===== config.mk =====
export PLATFORM = sky130hd
export DESIGN_NAME = sprite_layer
export DESIGN_NICKNAME = d
export VERILOG_FILES = /design/src/rtl/sprite_layer.sv
export SDC_FILE = /design/constraint.sdc
export NUM_CORES = 1
export LEC_CHECK = 0
export ABC_CLOCK_PERIOD_IN_PS = 6160
export CAP_MARGIN = 20
export CORE_MARGIN = 2
export CORE_UTILIZATION = 25
export CTS_BUF_LIST = sky130_fd_sc_hd__clkbuf_4 sky130_fd_sc_hd__clkbuf_8 sky130_fd_sc_hd__clkbuf_16
export DETAILED_ROUTE_END_ITERATION = 10
export SLEW_MARGIN = 10
export SYNTH_ARGS = -nofsm -noshare
export SYNTH_HDL_FRONTEND = slang
export SYNTH_SLANG_ARGS = --single-unit

===== constraint.sdc =====
create_clock -name clk -period 6.16 [get_ports clk]
set_input_delay 0.616 -clock clk [delete_from_list [all_inputs] [get_ports clk]]
set_output_delay 0.616 -clock clk [all_outputs]
set_load 0.005 [all_outputs]

===== src/rtl/sprite_layer.sv =====
// rtl/sprite_layer.sv - animated sprite layer: frame-synchronous position update,
// 3-stage ROM pipeline and colour-key transparency.
module sprite_layer #(
  parameter int                 DEPTH    = 4,
  parameter int                 SPR_W    = 16,
  parameter int                 SPR_H    = 16,
  parameter int                 N_FRAMES = 4,
  parameter int                 ANIM_DIV = 8,
  parameter logic [3*DEPTH-1:0] KEY      = 12'hF0F
) (
  input  logic                                     clk,
  input  logic                                     rst,
  input  logic [10:0]                              hcount,
  input  logic [10:0]                              vcount,
  input  logic                                     de_in,
  input  logic                                     frame_start,
  input  logic [10:0]                              pos_x,
  input  logic [10:0]                              pos_y,
  input  logic                                     pos_valid,
  input  logic                                     anim_en,
  output logic [$clog2(N_FRAMES*SPR_W*SPR_H)-1:0]  rom_addr,
  input  logic [3*DEPTH-1:0]                       rom_data,
  output logic [DEPTH-1:0]                         R_out,
  output logic [DEPTH-1:0]                         G_out,
  output logic [DEPTH-1:0]                         B_out,
  output logic                                     A_out,
  output logic                                     de_out
);

  localparam int XW = $clog2(SPR_W);
  localparam int YW = $clog2(SPR_H);
  localparam int FW = $clog2(N_FRAMES);
  localparam int DW = (ANIM_DIV > 1) ? $clog2(ANIM_DIV) : 1;

  logic [10:0]   r_sh_x, r_sh_y, r_act_x, r_act_y;
  logic [DW-1:0] r_div;
  logic [FW-1:0] r_frame;
  logic          r_hit1, r_de1, r_hit2, r_de2;

  logic [11:0]   w_hc, w_vc, w_x0, w_y0, w_x1, w_y1;
  logic          w_hit;
  logic [XW-1:0] w_dx;
  logic [YW-1:0] w_dy;

  // One extra bit keeps act+size from wrapping back onto the left/top edge.
  assign w_hc  = {1'b0, hcount};
  assign w_vc  = {1'b0, vcount};
  assign w_x0  = {1'b0, r_act_x};
  assign w_y0  = {1'b0, r_act_y};
  assign w_x1  = w_x0 + 12'(SPR_W);
  assign w_y1  = w_y0 + 12'(SPR_H);
  assign w_hit = de_in && (w_hc >= w_x0) && (w_hc < w_x1) &&
                 (w_vc >= w_y0) && (w_vc < w_y1);
  assign w_dx  = XW'(hcount - r_act_x);
  assign w_dy  = YW'(vcount - r_act_y);

  // Active position only moves at frame_start so a frame never tears.
  always_ff @(posedge clk) begin
    if (rst) begin
      r_sh_x  <= '0;
      r_sh_y  <= '0;
      r_act_x <= '0;
      r_act_y <= '0;
    end else begin
      if (pos_valid) begin
        r_sh_x <= pos_x;
        r_sh_y <= pos_y;
      end
      if (frame_start) begin
        r_act_x <= r_sh_x;
        r_act_y <= r_sh_y;
      end
    end
  end

  always_ff @(posedge clk) begin
    if (rst) begin
      r_div   <= '0;
      r_frame <= '0;
    end else if (frame_start && anim_en) begin
      if (r_div == DW'(ANIM_DIV - 1)) begin
        r_div   <= '0;
        r_frame <= r_frame + FW'(1);
      end else begin
        r_div <= r_div + DW'(1);
      end
    end
  end

  always_ff @(posedge clk) begin
    if (rst) begin
      rom_addr <= '0;
      r_hit1   <= 1'b0;
      r_de1    <= 1'b0;
      r_hit2   <= 1'b0;
      r_de2    <= 1'b0;
      R_out    <= '0;
      G_out    <= '0;
      B_out    <= '0;
      A_out    <= 1'b0;
      de_out   <= 1'b0;
    end else begin
      if (w_hit)
        rom_addr <= {r_frame, w_dy, w_dx};
      r_hit1 <= w_hit;
      r_de1  <= de_in;
      r_hit2 <= r_hit1;
      r_de2  <= r_de1;
      de_out <= r_de2;
      if (r_hit2 && (rom_data != KEY)) begin
        {R_out, G_out, B_out} <= rom_data;
        A_out                 <= 1'b1;
      end else begin
        {R_out, G_out, B_out} <= '0;
        A_out                 <= 1'b0;
      end
    end
  end

endmodule


==> impl_metrics.env <==
export IMPL_cts_setup_buffers=0
export IMPL_detail_route_wl_per_cell_um=13.06
export IMPL_rsz0062_at_grt="no"
export IMPL_path_clk_slew_ps=60
export IMPL_crit_required_ps=6340
export IMPL_path_cells="clkdlybuf4s50_1 -> inv_1 -> ha_1 -> inv_1 -> fa_1 -> nand3_1 -> a21oi_1 -> o31ai_2 -> a21oi_1 -> or3_1 -> nor2_1 -> a211oi_1"
export IMPL_critPathLaunch="hcount[0]"
export IMPL_relSlewSlack_pct=27.36
export IMPL_netlist_area_sq_um=3801
export IMPL_die_y_um=127.3
export IMPL_dr_total_vias=3016
export IMPL_start_kind="input pin"
export IMPL_final_common_cell="clkdlybuf4s50_1"
export IMPL_arrival_ps=3230
export IMPL_grt_max_degree=69
export IMPL_r2r_slack_ps=3180
export IMPL_p_leak_nw=2.087
export IMPL_critical_path_depth=12
export IMPL_fmax_mhz=328.4
export IMPL_drt_iter0_markers=101
export IMPL_p_clk_share_pct=45.1
export IMPL_post_cts_resized=0
export IMPL_clockBufferDepth=2
export IMPL_clock_latency_ps=330
export IMPL_core_sq_um=15030
export IMPL_synth_cells=404
export IMPL_worst_slack_ps=3114
export IMPL_r2r_end="rom_addr[2]"
export IMPL_synth_ff_type="dfxtp_1"
export IMPL_synthArstFlopShare_pct=0
export IMPL_antenna_cells=0
export IMPL_r2r_start="r_act_x[4]"
export IMPL_worst_pin_slew_ps=1087
export IMPL_fillers=1498
export IMPL_ys_ff_latch=77
export IMPL_p_switching_mw=0.2953
export IMPL_critPathKind="input pin to register"
export IMPL_yosys_warnings=0
export IMPL_initial_core_util_pct=25.29
export IMPL_final_hold_viol_count=0
export IMPL_reg2reg_depth=11
export IMPL_slew_viol_final=0
export IMPL_fin_nets=592
export IMPL_grt_usage_pct=11.42
export IMPL_h_tree_depth=3
export IMPL_dp_hpwl_um=6981
export IMPL_dpl_cell_count=665
export IMPL_ioPinCount=86
export IMPL_rows=45
export IMPL_maxCapViolCount=0
export IMPL_wl_um=8897
export IMPL_crit_fanout=8
export IMPL_antenna_found_initial=0
export IMPL_pre_cts_ws_ps=2769
export IMPL_comb_power_share_pct=13.0
export IMPL_drive_above_1_share_pct=4.665
export IMPL_seqPwrFrac_pct=41.9
export IMPL_worst_path_buf_inv=3
export IMPL_setup_viol=0
export IMPL_cts_tree="yes"
export IMPL_place_area_sq_um=4847
export IMPL_critical_path_top_delay_family="simple AND/OR/NAND/NOR gates"
export IMPL_period_share_pct=49.44
export IMPL_die_area_sq_um=16210
export IMPL_grt_pass1_wl_um=14720
export IMPL_fin_skew_ps=7.165
export IMPL_via_per_inst=4.429
export IMPL_synth_seq_area_share_pct=40.55
export IMPL_yosysUniqueCellTypes=40
export IMPL_dr_pass1_iters=4
export IMPL_power_mw=1.257
export IMPL_overflow=0
export IMPL_cts_sinks=77
export IMPL_synth_top_area_share_pct=40.55
export IMPL_hp_class="register to register"
export IMPL_gp_congestion=0.8253
export IMPL_ant_nets=0
export IMPL_synth_edff_count=0
export IMPL_syn_area_per_cell_sq_um=9.409
export IMPL_vdd_drop_max_uv=113.8
export IMPL_cpPeakStageDelay_ps=480
export IMPL_p_sw_share_pct=23.49
export IMPL_internal_power_mw=0.9617
export IMPL_ys_top_cells_by_area="dfxtp_1 41%, ha_1 13%, mux2i_1 12%"
export IMPL_worstSetupEndpointType="register"
export IMPL_outcome="finished, final reports clean"
export IMPL_slowest_stage="or3_1"
export IMPL_grt_pass1_vias=3058
export IMPL_final_area_sq_um=5167
export IMPL_final_cells=681
export IMPL_route_detailed_drc=0
export IMPL_fin_setup_tns_ps=0
export IMPL_portBuffers=85
export IMPL_die_w_um=127.3
export IMPL_clockRootBuffer="clkbuf_16"
export IMPL_synth_fp_nets=508
export IMPL_mostFrequentLayoutCells="84 x clkdlybuf4s50_1, 77 x dfxtp_1, 55 x nor2_1"
export IMPL_powerDensity_nw_per_um2=243.3
export IMPL_period_minus_slack_ps=3046
export IMPL_cts_buffers_inserted=9
export IMPL_holdBufCountCts=0
export IMPL_area_growth_synth_to_final_pct=35.94
export IMPL_yosysTopAreaCell="dfxtp_1"
export IMPL_cp_endpoint="rom_addr[2]"
==> worst reg2reg max path, stage by stage, from the launching register on <==
cell      delay (ps)
dfxtp_1          430
ha_1             220
and3_1           210
nand3_1          100
xnor2_1          150
ha_1             290
and3_1           200
o31ai_2           60
a21oi_1          120
or3_1            480
nor2_1           420
a211oi_1         140
==> stage by stage <==
| stage | util [%] | hold WS, ps |
|---|---|---|
| 2_1_floorplan | - | 413.8 |
| 3_5_place_dp | 32.24 | 424.1 |
| 4_1_cts | 34.37 | 439.7 |
| 3_3_place_gp | 32.24 | 422.6 |
| 6_report | 34.37 | 434.4 |
| 5_1_grt | 34.37 | 458.8 |
==> flip-flops by register name (all words and copies together) (netlist names) <==
name      cells
A_out         1
B_out         4
G_out         4
R_out         4
de_out        1
r_act_x      11
r_act_y      11
r_de1         1
r_de2         1
r_div         3
r_frame       2
r_hit1        1
r_hit2        1
r_sh_x       11
r_sh_y       11
rom_addr     10
==> logic make-up after synthesis <==
kind of cell	count (synthesis)	synth area share [%]
multiplexers	44	11.59
buffers and inverters	44	4.378
flip-flops	77	40.55
AND/OR/NAND/NOR	123	16.13
adder cells (fa/ha/maj)	42	14.22
XOR/XNOR	16	3.687
AO/OA/AOI/OAI	58	9.447
==> per-layer routing <==
layer,global-route usage (%),vias to the layer above,wire [um]
met5,0,-,0
met1,14.17,1350,4271
met4,4.590,0,205
met2,18.34,78,3851
met3,3.727,16,568
li1,-,1572,-
==> power by group through the flow <==
stage / logic (mW) / registers (mW) / clock network (mW)
CTS: 0.166 / 0.526 / 0.586
detailed placement: 0.164 / 0.537 / 0
finish: 0.163 / 0.526 / 0.568
global placement: 0.161 / 0.537 / 0
global route: 0.183 / 0.528 / 0.603
floorplan: 0.0937 / 0.534 / 0
==> synth_stat cells, drive strengths merged (2+ instances only) <==
master and n:
o211ai 2, nor3 9, nor2 55, nand2 4, fa 2, nor3b 2
and2 12, o21ai 11, a211oi 5, a21o 7, nand2b 4, mux2i 44
nand4b 3, buf 2, ha 40, and3 3, nand4 4, or4 3
o31ai 2, xor2 5, nor2b 5, a21oi 25, clkbuf 13, dfxtp 77
xnor2 11, nand3 17, inv 29
==> layout make-up <==
type | instances | area, sq um | area share (%)
clock buffer | 10 | 232.7 | 4.504
inverter | 29 | 108.9 | 2.107
timing repair buffer | 88 | 868.3 | 16.80
multi-input combinational | 283 | 2093 | 40.51
clock inverter | 6 | 87.58 | 1.695
tap | 188 | 235.2 | 4.552
sequential | 77 | 1541 | 29.83
==> worst min-delay path by stage <==
stage           start      to  slack, ps  depth (start not counted)
5_1_grt         r_de2  de_out        460                          1
2_1_floorplan   r_de2  de_out        410                          1
6_report        r_de2  de_out        430                          1
3_3_place_gp    r_de1   r_de2        420                          1
3_5_place_dp   r_hit1  r_hit2        420                          1
4_1_cts        r_hit1  r_hit2        440                          1
Power figures use the tool's default switching activity.
